[config.mk]
export PLATFORM = sky130hd
export DESIGN_NAME = mobo_bus_ctrl
export DESIGN_NICKNAME = d
export VERILOG_FILES = /design/src/rtl/mobo_bus_ctrl.sv
export SDC_FILE = /design/constraint.sdc
export NUM_CORES = 1
export LEC_CHECK = 0
export ABC_CLOCK_PERIOD_IN_PS = 3800
export CORE_AREA = 2 2 164 166
export CTS_BUF_LIST = sky130_fd_sc_hd__clkbuf_4
export DETAILED_ROUTE_END_ITERATION = 10
export DIE_AREA = 0 0 166 168
export HOLD_SLACK_MARGIN = 0.1
export PLACE_DENSITY = 0.61
export SYNTH_ARGS = -nofsm -noshare
export SYNTH_HDL_FRONTEND = slang
export SYNTH_SLANG_ARGS = --single-unit
[constraint.sdc]
create_clock -name clk -period 3.8 [get_ports clk]
set_clock_uncertainty 0.05 [all_clocks]
set_input_delay 0.38 -clock clk [delete_from_list [all_inputs] [get_ports clk]]
set_output_delay 0.38 -clock clk [all_outputs]
set_load 0.005 [all_outputs]
[src/rtl/mobo_bus_ctrl.sv]
// mobo_bus_ctrl: bridges one CPU ctrl/stat bus request to one of NUM_DEV
// device channels. Each channel owns a 2^REGION_BITS window above BASE_ADDR.
// The controller runs the device request/done/release handshake and has a
// per-transaction timeout on DONE. Malformed requests are rejected with ERR.
module mobo_bus_ctrl #(
  parameter int unsigned           WORD_WIDTH  = 32,
  parameter int unsigned           NUM_DEV     = 2,
  parameter logic [WORD_WIDTH-1:0] BASE_ADDR   = '0,
  parameter int unsigned           REGION_BITS = 16,
  parameter int unsigned           TIMEOUT     = 1024
) (
  input  logic                          clk,
  input  logic                          rst,
  input  logic [WORD_WIDTH-1:0]         cpu_ctrl,
  output logic [WORD_WIDTH-1:0]         cpu_stat,
  input  logic [WORD_WIDTH-1:0]         cpu_addr,
  input  logic [WORD_WIDTH-1:0]         cpu_wdata,
  output logic [WORD_WIDTH-1:0]         cpu_rdata,
  output logic [NUM_DEV*WORD_WIDTH-1:0] dev_ctrl,
  input  logic [NUM_DEV*WORD_WIDTH-1:0] dev_stat,
  output logic [WORD_WIDTH-1:0]         addr,
  output logic [WORD_WIDTH-1:0]         data_out,
  input  logic [NUM_DEV*WORD_WIDTH-1:0] data_in
);

  localparam int unsigned IDX_W = (NUM_DEV > 1) ? $clog2(NUM_DEV) : 1;

  typedef enum logic [1:0] {S_IDLE, S_WAIT, S_RELEASE, S_DONE} state_t;

  state_t                        state_q, state_d;
  logic [IDX_W-1:0]              idx_q, idx_d;
  logic [1:0]                    op_q, op_d;
  logic [WORD_WIDTH-1:0]         addr_q, addr_d;
  logic [WORD_WIDTH-1:0]         wdata_q, wdata_d;
  logic [WORD_WIDTH-1:0]         stat_q, stat_d;
  logic [WORD_WIDTH-1:0]         rdata_q, rdata_d;
  logic [NUM_DEV*WORD_WIDTH-1:0] ctrl_q, ctrl_d;
  logic [31:0]                   cnt_q, cnt_d;

  // Address decode (combinational from the live CPU address)
  logic [WORD_WIDTH-1:0] dec_off;
  logic [WORD_WIDTH-1:0] dec_region;
  logic [WORD_WIDTH-1:0] dec_addr;
  logic [IDX_W-1:0]      dec_idx;
  logic                  dec_invalid;

  assign dec_off     = cpu_addr - BASE_ADDR;
  assign dec_region  = dec_off >> REGION_BITS;
  assign dec_idx     = dec_region[IDX_W-1:0];
  assign dec_invalid = (cpu_addr < BASE_ADDR) || (dec_region >= WORD_WIDTH'(NUM_DEV));
  assign dec_addr    = dec_off & ((WORD_WIDTH'(1) << REGION_BITS) - WORD_WIDTH'(1));

  // Build a ctrl vector with only the selected channel driven.
  function automatic logic [NUM_DEV*WORD_WIDTH-1:0] ctrl_slice(
    input logic [IDX_W-1:0] sel,
    input logic [1:0]       op
  );
    logic [NUM_DEV*WORD_WIDTH-1:0] r;
    r = '0;
    for (int j = 0; j < int'(NUM_DEV); j++) begin
      if (sel == IDX_W'(j)) r[j*WORD_WIDTH +: WORD_WIDTH] = WORD_WIDTH'(op);
    end
    return r;
  endfunction

  logic [WORD_WIDTH-1:0] sel_stat;
  logic [WORD_WIDTH-1:0] sel_data;

  // Mux the latched channel's status and read data
  always_comb begin
    sel_stat = '0;
    sel_data = '0;
    for (int j = 0; j < int'(NUM_DEV); j++) begin
      if (idx_q == IDX_W'(j)) begin
        sel_stat = dev_stat[j*WORD_WIDTH +: WORD_WIDTH];
        sel_data = data_in[j*WORD_WIDTH +: WORD_WIDTH];
      end
    end
  end

  // Next-state and registered-output computation
  always_comb begin
    state_d = state_q;
    idx_d   = idx_q;
    op_d    = op_q;
    addr_d  = addr_q;
    wdata_d = wdata_q;
    stat_d  = stat_q;
    rdata_d = rdata_q;
    ctrl_d  = ctrl_q;
    cnt_d   = cnt_q;
    case (state_q)
      S_IDLE: begin
        if (cpu_ctrl[1:0] != 2'b00) begin
          if ((cpu_ctrl[1:0] == 2'b11) || dec_invalid) begin
            stat_d  = WORD_WIDTH'(3);
            rdata_d = '0;
            state_d = S_DONE;
          end else begin
            idx_d   = dec_idx;
            op_d    = cpu_ctrl[1:0];
            addr_d  = dec_addr;
            wdata_d = cpu_wdata;
            rdata_d = '0;
            cnt_d   = '0;
            ctrl_d  = ctrl_slice(dec_idx, cpu_ctrl[1:0]);
            state_d = S_WAIT;
          end
        end
      end
      S_WAIT: begin
        if (sel_stat[0]) begin
          if (op_q == 2'b01) rdata_d = sel_data;
          ctrl_d  = '0;
          state_d = S_RELEASE;
        end else if ((TIMEOUT != 0) && (cnt_q == 32'(TIMEOUT - 1))) begin
          ctrl_d  = '0;
          stat_d  = WORD_WIDTH'(7);
          rdata_d = '0;
          state_d = S_DONE;
        end else begin
          cnt_d = cnt_q + 32'd1;
        end
      end
      S_RELEASE: begin
        // No timeout here: a device that never releases stalls the bus.
        if (sel_stat == '0) begin
          stat_d  = WORD_WIDTH'(1);
          state_d = S_DONE;
        end
      end
      S_DONE: begin
        if (cpu_ctrl == '0) begin
          stat_d  = '0;
          state_d = S_IDLE;
        end
      end
      default: state_d = S_IDLE;
    endcase
  end

  // State and output registers; reset drops device requests immediately
  always_ff @(posedge clk or posedge rst) begin
    if (rst) begin
      state_q <= S_IDLE;
      idx_q   <= '0;
      op_q    <= '0;
      addr_q  <= '0;
      wdata_q <= '0;
      stat_q  <= '0;
      rdata_q <= '0;
      ctrl_q  <= '0;
      cnt_q   <= '0;
    end else begin
      state_q <= state_d;
      idx_q   <= idx_d;
      op_q    <= op_d;
      addr_q  <= addr_d;
      wdata_q <= wdata_d;
      stat_q  <= stat_d;
      rdata_q <= rdata_d;
      ctrl_q  <= ctrl_d;
      cnt_q   <= cnt_d;
    end
  end

  assign cpu_stat  = stat_q;
  assign cpu_rdata = rdata_q;
  assign dev_ctrl  = ctrl_q;
  assign addr      = addr_q;
  assign data_out  = wdata_q;

endmodule

==> impl_metrics.ini <==
[outcome]
status = completed

[synthesis]
synth_top_cell_area_share = 0.435
synth-seq-cells = 124
synth_async_sr_flop_share = 1.00
synth_cells = 668
synth.area.top_cells = dfrtp_1 43%, mux2_2 12%, buf_4 11%, mux2i_1 5.2%, nor2_1 2.9%
synth_warnings = 0
synth_edf_count = 0
synthFlopType = dfrtp_1
syn_avg_cell_area_um2 = 10.7
seq_area_frac_synth = 0.435
syn-cell-area_um2 = 7140
ys_types = 56
yosysTopAreaCell = dfrtp_1

[min_path]
hold_class = input port to register
min_path_cells = 2
hold_path_end = data_out[11]$_DFFE_PP0P_
hold_start = cpu_wdata[11]

[placed_design]
portBuffers = 312
dp_cells = 1304
place.gp.congestion = 0.765
dp_hpwl_mm = 16.1

[routing]
top_layer_used = met4
wl_per_cell_um = 15.3
met2_length_mm = 9.96
drc = 0
wl_met3_mm = 1.50
met1_length_mm = 8.83
drt-initial-drc-count = 210
firstDrtPassIters = 4
num_vias = 5863
via_per_inst = 4.39
ant_nets = 0
drt_wl_total_mm = 20.4

[setup_path]
start_kind = register
reg2reg_slack_ns = 0.80
timing.rr.start = idx_q$_DFFE_PP0P_
crit_type = register to register
endpoint_kind = register
r2r-end = cnt_q[9]$_DFFE_PP0P_
crit_fanout = 15
crit_arrival_ns = 3.35
rr_worst_depth = 7
worstPathRequired_ns = 4.15

[sta]
period_needed_ns = 3.00
slew-limit-headroom = 0.556
maxSlewViolCount = 0
worst_pin_slew_ns = 0.660
fin_tns_setup_ns = 0
rsz0062_at_grt = no
fmax_ghz = 0.334
hold_viol_final = 0
fin_crit_sh = 0.788
setup_viol = 0

[final_layout]
num_antenna_cells = 0
ff_latch_area_um2 = 3100
drive_gt1_frac = 0.146
multi_input_comb_area_um2 = 3460
layoutNonFillerInstCount = 1337
fillers = 2617
mostFrequentLayoutCells = 312 x clkdlybuf4s50_1, 123 x dfrtp_1, 105 x conb_1
final_util = 0.402
layout.nets = 1216
syn_to_final_growth_pct = 48.2
final_common_cell = clkdlybuf4s50_1

[pwr]
total_power_w = 0.00426
power-per-cell-area_nw_per_um2 = 402
leakage_nw = 4.57
ir_drop_mv = 0.239

[clock_tree]
clockRootBuffer = clkbuf_4
cts_tree = yes
post_cts_buffers = 0
cts_sinks = 124
cts_htree_levels = 4
postCtsHoldBufs = 1
cts_buffer_depth = 2
cts_resized = 0
clk-insertion-delay-late_ns = 0.52
numCtsBuffers = 17
path_clk_slew_ns = 0.14

[floorplanning]
fp.dieArea_um2 = 27900
fp-row-count = 60
core_area_um2 = 26400
start_util = 0.271
io-pin-count = 418
die_h_um = 168
die_w_um = 166

[job]
max_cap_violations = 0

[global_route]
grt_pass1_vias = 5855
grt_max_degree = 65
antenna_found_initial = 0
grt_pass1_wl_mm = 32.0
grt_usage = 0.143
overflow = 0
-- worst max path at each step --
stage	from	end	slack (ns)	cells after the start
6_report	idx_q$_DFFE_PP0P_	cnt_q[9]$_DFFE_PP0P_	0.80	7
5_1_grt	idx_q$_DFFE_PP0P_	cnt_q[2]$_DFFE_PP0P_	0.43	7
4_1_cts	idx_q$_DFFE_PP0P_	cnt_q[9]$_DFFE_PP0P_	0.75	7
3_5_place_dp	cpu_ctrl[0]	cpu_stat[2]$_DFFE_PP0P_	0.43	7
3_3_place_gp	cpu_ctrl[0]	cpu_stat[2]$_DFFE_PP0P_	0.42	7
2_1_floorplan	rst	addr[0]$_DFFE_PP0P_	0.07	1
-- power breakdown --
part	total (W)	switching [W]	leakage (nW)	internal, W
registers	0.00165	0.000123	1.69	0.00152
logic	0.00163	0.000705	2.72	0.000924
clock network	0.000985	0.000569	0.163	0.000416
-- final cells by class --
cell class                 count  share of cell area
tap                          341              0.0403
sequential                   124               0.293
clock inverter                14              0.0152
multi-input combinational    502               0.327
inverter                      13             0.00485
timing repair buffer         325               0.307
clock buffer                  18              0.0128
-- Yosys cell counts (all sizes together), types with 5 or more instances --
master and count:
mux2i 37, inv 13, nand3 21, nor4 30, and3 7, nor2 55, nand4 17, a31oi 5
a21oi 13, nand2 25, o21ai 25, mux2 86, o31ai 8, or3 11, clkbuf 8, ha 7
dfrtp 124, buf 125, nor3 10
-- critical path, cell delays in order, from the launching register on --
cell and delay (ns):
dfrtp_2 0.60, mux2i_1 0.59, nand2b_1 0.30, a21boi_2 0.30, buf_4 0.20, nand3_1 0.39, o21ai_0 0.33, o31ai_1 0.11
-- state kept, by name (all words and copies together), names as in the netlist --
register	cells
data_out	32
idx_q	1
addr	16
cnt_q	32
cpu_rdata	32
state_q	2
dev_ctrl	4
cpu_stat	3
op_q	2
-- routing by layer --
metal	up-vias	global-route usage
li1	2810	-
met1	2810	0.184
met2	232	0.234
met3	11	0.0505
met4	0	0.0272
met5	-	0
-- logic make-up after synthesis --
| family | Yosys count | synth area share |
|---|---|---|
| adder cells (fa/ha/maj) | 7 | 0.0123 |
| AND/OR/NAND/NOR | 194 | 0.148 |
| AO/OA/AOI/OAI | 66 | 0.0650 |
| multiplexers | 123 | 0.193 |
| XOR/XNOR | 7 | 0.00859 |
| other | 1 | 0.000525 |
| buffers and inverters | 146 | 0.138 |
| flip-flops | 124 | 0.435 |
-- through the flow --
stage          setup slack (ns)  cell area (um^2)  hold WS, ns
6_report                  0.804             10600        0.395
5_1_grt                   0.427             10600        0.319
4_1_cts                   0.753             10600        0.340
3_5_place_dp              0.426             10300        0.440
3_3_place_gp              0.424             10300        0.428
2_1_floorplan            0.0708              7530        0.408
No activity file was read; power rests on OpenSTA's default activity.
